[src/rtl/uart_tx_sched.sv]
// uart_tx_sched: round-robin frame scheduler feeding the uart_tx serializer.
// Two byte requesters are arbitrated round-robin. The granted byte is held on
// tx_data for the whole frame while tx_ctrl sequences start, 9 sending cycles
// (8 data bits and the stop bit) and a GAP_CYCLES idle gap.
// Ports: clk, reset (async, active-high); req0/req1 valid/data in, ready out;
//   tx_data/tx_ctrl out to uart_tx; state_tx_sending/state_tx_en in from it;
//   busy, grant_id, proto_err (sticky) status outputs.
// Option: UART_TX_SCHED_CNT_EN adds frames_sent[15:0], a wrapping frame count.
module uart_tx_sched #(
  parameter int GAP_CYCLES = 2
) (
  input  logic       clk,
  input  logic       reset,
  input  logic       req0_valid,
  input  logic [7:0] req0_data,
  output logic       req0_ready,
  input  logic       req1_valid,
  input  logic [7:0] req1_data,
  output logic       req1_ready,
  output logic [7:0] tx_data,
  output logic [7:0] tx_ctrl,
  input  logic       state_tx_sending,
  input  logic       state_tx_en,
  output logic       busy,
  output logic       grant_id,
  output logic       proto_err
`ifdef UART_TX_SCHED_CNT_EN
  ,
  output logic [15:0] frames_sent
`endif
);

  localparam int GW = (GAP_CYCLES > 0) ?
                      $clog2(GAP_CYCLES + 1) : 1;
  localparam logic [GW-1:0] GAP_LAST =
    GW'(GAP_CYCLES - 1);

  typedef enum logic [1:0] {
    S_IDLE,
    S_START,
    S_DATA,
    S_GAP
  } state_t;

  state_t        r_state, w_state;
  logic [7:0]    r_tx_ctrl, w_tx_ctrl;
  logic [7:0]    r_tx_data, w_tx_data;
  logic          r_rdy0, w_rdy0;
  logic          r_rdy1, w_rdy1;
  logic          r_busy, w_busy;
  logic          r_gid, w_gid;
  logic          r_rr, w_rr;
  logic [3:0]    r_bit, w_bit;
  logic [GW-1:0] r_gap, w_gap;
  logic          r_err, w_err;
  logic          r_first, w_first;
  logic          r_idle_hi, w_idle_hi;
  logic          w_win1;
  logic          w_done;

  // uart_tx's tx_en echo carries no extra information here.
  logic w_unused_en;
  assign w_unused_en = state_tx_en;

  always_ff @(posedge clk or posedge reset) begin
    if (reset) begin
      r_state   <= S_IDLE;
      r_tx_ctrl <= 8'h00;
      r_tx_data <= 8'h00;
      r_rdy0    <= 1'b0;
      r_rdy1    <= 1'b0;
      r_busy    <= 1'b0;
      r_gid     <= 1'b0;
      r_rr      <= 1'b1;
      r_bit     <= 4'd0;
      r_gap     <= '0;
      r_err     <= 1'b0;
      r_first   <= 1'b0;
      r_idle_hi <= 1'b0;
    end else begin
      r_state   <= w_state;
      r_tx_ctrl <= w_tx_ctrl;
      r_tx_data <= w_tx_data;
      r_rdy0    <= w_rdy0;
      r_rdy1    <= w_rdy1;
      r_busy    <= w_busy;
      r_gid     <= w_gid;
      r_rr      <= w_rr;
      r_bit     <= w_bit;
      r_gap     <= w_gap;
      r_err     <= w_err;
      r_first   <= w_first;
      r_idle_hi <= w_idle_hi;
    end
  end

  always_comb begin
    w_state   = r_state;
    w_tx_ctrl = r_tx_ctrl;
    w_tx_data = r_tx_data;
    w_rdy0    = 1'b0;
    w_rdy1    = 1'b0;
    w_gid     = r_gid;
    w_rr      = r_rr;
    w_bit     = r_bit;
    w_gap     = r_gap;
    w_err     = r_err;
    w_first   = r_first;
    w_win1    = 1'b0;
    w_done    = 1'b0;
    // Remember whether sending was already high last IDLE cycle.
    w_idle_hi = (r_state == S_IDLE) &&
                state_tx_sending;
    case (r_state)
      S_IDLE: begin
        w_tx_ctrl = 8'h00;
        if (r_first && state_tx_sending &&
            r_idle_hi)
          w_err = 1'b1;
        if (req0_valid || req1_valid) begin
          // On a tie the requester not named by rr wins.
          w_win1    = req1_valid &&
                      (!req0_valid || !r_rr);
          w_rdy0    = !w_win1;
          w_rdy1    = w_win1;
          w_tx_data = w_win1 ? req1_data
                             : req0_data;
          w_gid     = w_win1;
          w_rr      = w_win1;
          w_tx_ctrl = 8'h01;
          w_state   = S_START;
        end
      end
      S_START: begin
        w_tx_ctrl = 8'h02;
        w_bit     = 4'd0;
        w_state   = S_DATA;
      end
      S_DATA: begin
        if (r_bit != 4'd0 && !state_tx_sending)
          w_err = 1'b1;
        if (r_bit == 4'd8) begin
          w_tx_ctrl = 8'h00;
          w_gap     = '0;
          w_first   = 1'b1;
          w_done    = 1'b1;
          w_state   = (GAP_CYCLES == 0) ? S_IDLE
                                        : S_GAP;
        end else begin
          w_bit = r_bit + 4'd1;
        end
      end
      S_GAP: begin
        if (r_gap == GAP_LAST)
          w_state = S_IDLE;
        else
          w_gap = r_gap + 1'b1;
      end
      default: w_state = S_IDLE;
    endcase
    w_busy = (w_state != S_IDLE);
  end

`ifdef UART_TX_SCHED_CNT_EN
  logic [15:0] r_frames;
  always_ff @(posedge clk or posedge reset) begin
    if (reset)
      r_frames <= 16'h0000;
    else if (w_done)
      r_frames <= r_frames + 16'h0001;
  end
  assign frames_sent = r_frames;
`else
  logic w_unused_done;
  assign w_unused_done = w_done;
`endif

  assign req0_ready = r_rdy0;
  assign req1_ready = r_rdy1;
  assign tx_data    = r_tx_data;
  assign tx_ctrl    = r_tx_ctrl;
  assign busy       = r_busy;
  assign grant_id   = r_gid;
  assign proto_err  = r_err;

endmodule
[config.mk]
export PLATFORM = sky130hd
export DESIGN_NAME = uart_tx_sched
export DESIGN_NICKNAME = d
export VERILOG_FILES = /design/src/rtl/uart_tx_sched.sv
export SDC_FILE = /design/constraint.sdc
export NUM_CORES = 1
export LEC_CHECK = 0
export CORE_MARGIN = 1
export CORE_UTILIZATION = 49
export CTS_CLUSTER_SIZE = 10
export DETAILED_ROUTE_END_ITERATION = 8
export HOLD_SLACK_MARGIN = 0.05
export PLACE_DENSITY = 0.95
export SLEW_MARGIN = 5
export SYNTH_ARGS = -nofsm -noshare
export SYNTH_HDL_FRONTEND = slang
export SYNTH_SLANG_ARGS = --single-unit
[constraint.sdc]
create_clock -name clk -period 4.2 [get_ports clk]
set_input_delay 1.05 -clock clk [delete_from_list [all_inputs] [get_ports clk]]
set_output_delay 1.05 -clock clk [all_outputs]
set_load 0.05 [all_outputs]
==> run summary <==
Die Wd -> 54.3 um
Register area share after synthesis -> 48.7%
Antenna diodes -> 0
Final Slew Violations -> 0
Clk slew on worst S/H paths -> 130 ps
R2R Path End -> tx_data[4]
Vias in the first global route -> 1024
CTS Sinks -> 26
Clock period minus final worst setup slack -> 2550 ps
CP required -> 3150 ps
Worst skew pair latency -> 320 ps
Worst reg-to-reg path cell count -> 5
Largest net degree at the start of global routing -> 27
Arrival @ worst endpoint -> 1500 ps
Critical Path Max Stage Delay -> 810 ps
Final nets -> 197
Post-synthesis register bit count -> 26
Reg2reg start -> r_state[0]
Total track usage -> 20.9%
Layout cell share with drive strength beyond 1 -> 5.39%
Worst setup SP type -> flop
Via count -> 1071
Synth area leaders -> dfrtp_1, ha_1, o21ai_0
Ys Warns -> 0
Max Cap Viol -> 0
Yosys top cell by area -> dfrtp_1
Slowest-stage cell, CP -> clkdlybuf4s50_1
Post-CTS Repair Setup Buffers -> 0
DP Area -> 1660 um2
Count of final hold-check violations -> 0
Full die area -> 2950 um2
Std-Cell Rows -> 18
RSZ-0062 raised after global routing -> false
Via/cell ratio -> 5.44
Top-level I/O count -> 43
Setup Crit Path Kind -> reg2out
Endpoint of the worst hold path -> r_first
Post-synth EDFFs -> 0
GP Congestion -> 0.831
ANT nets after route -> 0
Initial DRC count -> 18
CTS tree -> built
Share of Yosys cell area claimed by the top area cell type -> 46.7%
Num CTS Buffers -> 3
Crit path buf inv count -> 1
Slew margin rel. -> 30.8%
Max Fclk -> 392 MHz
Worst Skew -> 2.02 ps
Starting density of the core -> 53.1%
GRT Residual Overflow -> 0
Hold crit path type -> reg2reg
CP Max Fanout -> 2
Fin crit share -> 60.8%
Root Buffer -> clkbuf_4
Worst VDD drop -> 577 uV
Count of buffers from port buffering -> 35
Crit. End Element -> output pin
Pwr Total -> 1.30 mW
Pleak -> 0.783 nW
Die Span Y -> 54.3 um
Pwr dens -> 768 nW/um2
Wirelength per Cell -> 14.5 um
First-pass GRT wire length -> 4370 um
Hold path cells -> 1
Drt total wl -> 2850 um
Clk buf depth -> 2
H-tree Lvls -> 1
Iteration count of the initial detailed-routing pass -> 4
Status -> finished clean
HPWL after DPL -> 2160 um
Antenna violations before repair -> 0
Final instance area -> 1700 um2
Core area -> 2520 um2
Avg Inst Size Synth -> 10.1 um2
CTS Hold Bufs -> 0
CP delay by family, top -> buffers and inverters
CP cell instances -> clkdlybuf4s50_1
Cell count after synthesis -> 133
Final setup violation count -> 0
TNS Setup -> 0 ps
Hold Crit Start -> r_first
Post-synthesis instance area -> 1340 um2
Cts repair resizes -> 0
Critical Path Start -> tx_ctrl[0]
DRC -> 0
Least-Margin Pin Slew -> 1030 ps
Post-synth ARST share -> 100%
Yosys cell types -> 34
Area grow syn2layout -> 26.8%
Reg2Reg Setup Slack -> 2300 ps
Most used flip-flop cell after synthesis -> dfrtp_1
==> cells by family (layout without fill, tap and decap cells) <==
family	Yosys count	after routing	synth area share, %
AND/OR/NAND/NOR	39	39	13.6
AO/OA/AOI/OAI	32	32	15.0
flip-flops	26	26	48.7
buffers and inverters	19	48	9.06
multiplexers	9	9	6.82
adder cells (fa/ha/maj)	7	7	6.54
other	1	6	0.280
==> synth_stat cells (2+ instances only) <==
cell type  count
nand2_1       18
nor2_1         7
nand2b_1       2
nor3_1         3
and2_1         3
o41ai_1        2
ha_1           7
a21o_1         2
dfrtp_1       25
o21ai_0       17
mux2i_1        8
inv_1          8
o311ai_0       2
buf_4          7
buf_6          3
==> how the worst max path moves through the flow <==
stage	endpoint	slack [ps]	cells after the start
floorplan	tx_data[7]	2390	3
global placement	tx_data[3]	1540	3
detailed placement	tx_data[4]	1400	3
CTS	tx_ctrl[1]	1640	1
global route	tx_data[4]	1580	1
finish	tx_ctrl[0]	1650	1
==> layout by cell type, fill, tap and decap left out, types with 2 or more instances in the layout <==
cell type / instances
mux2i_1: 8
o41ai_1: 2
nor2_1: 7
nor3_1: 3
a21o_1: 2
o21ai_0: 17
o311ai_0: 2
ha_1: 7
and2_1: 3
dfrtp_1: 25
nand2_1: 18
inv_1: 8
nand2b_1: 2
conb_1: 6
clkdlybuf4s50_1: 35
clkbuf_4: 3
==> layout make-up <==
class | count | area, um2
Tap cell | 30 | 37.5
Sequential cell | 26 | 652
Multi-Input combinational cell | 93 | 584
Fill cell | 184 | 825
Inverter | 8 | 30.0
Timing Repair Buffer | 36 | 358
Clock buffer | 4 | 36.3
==> flip-flops by register name, summed over array words and instances, names as in the netlist <==
signal	count
req0_ready	1
tx_data	8
grant_id	1
tx_ctrl	2
r_idle_hi	1
r_first	1
r_bit	4
busy	1
r_state	2
r_rr	1
req1_ready	1
r_gap	2
proto_err	1
==> report_power, final <==
group | total [mW] | internal (mW) | switching [mW]
logic | 0.764 | 0.263 | 0.501
clock network | 0.126 | 0.0531 | 0.0725
registers | 0.415 | 0.355 | 0.0595
total | 1.30 | 0.672 | 0.633
==> stage by stage <==
step | setup slack, ps | cells | utilization, % | hold WS, ps
5_1_grt | 1580 | 197 | 67.3 | 523
3_5_place_dp | 1400 | 193 | 65.9 | 462
2_1_floorplan | 2390 | 138 | - | 434
4_1_cts | 1640 | 197 | 67.3 | 492
3_3_place_gp | 1540 | 193 | 65.9 | 456
6_report | 1650 | 197 | 67.3 | 494
==> routing by layer <==
layer | GRT usage (%) | vias up | wire length (um)
li1 | - | 522 | -
met1 | 22.6 | 495 | 1140
met5 | 0 | - | 0
met4 | 6.41 | 0 | 31
met2 | 38.0 | 49 | 1430
met3 | 7.22 | 5 | 247
No activity file was read; power rests on OpenSTA's default activity.
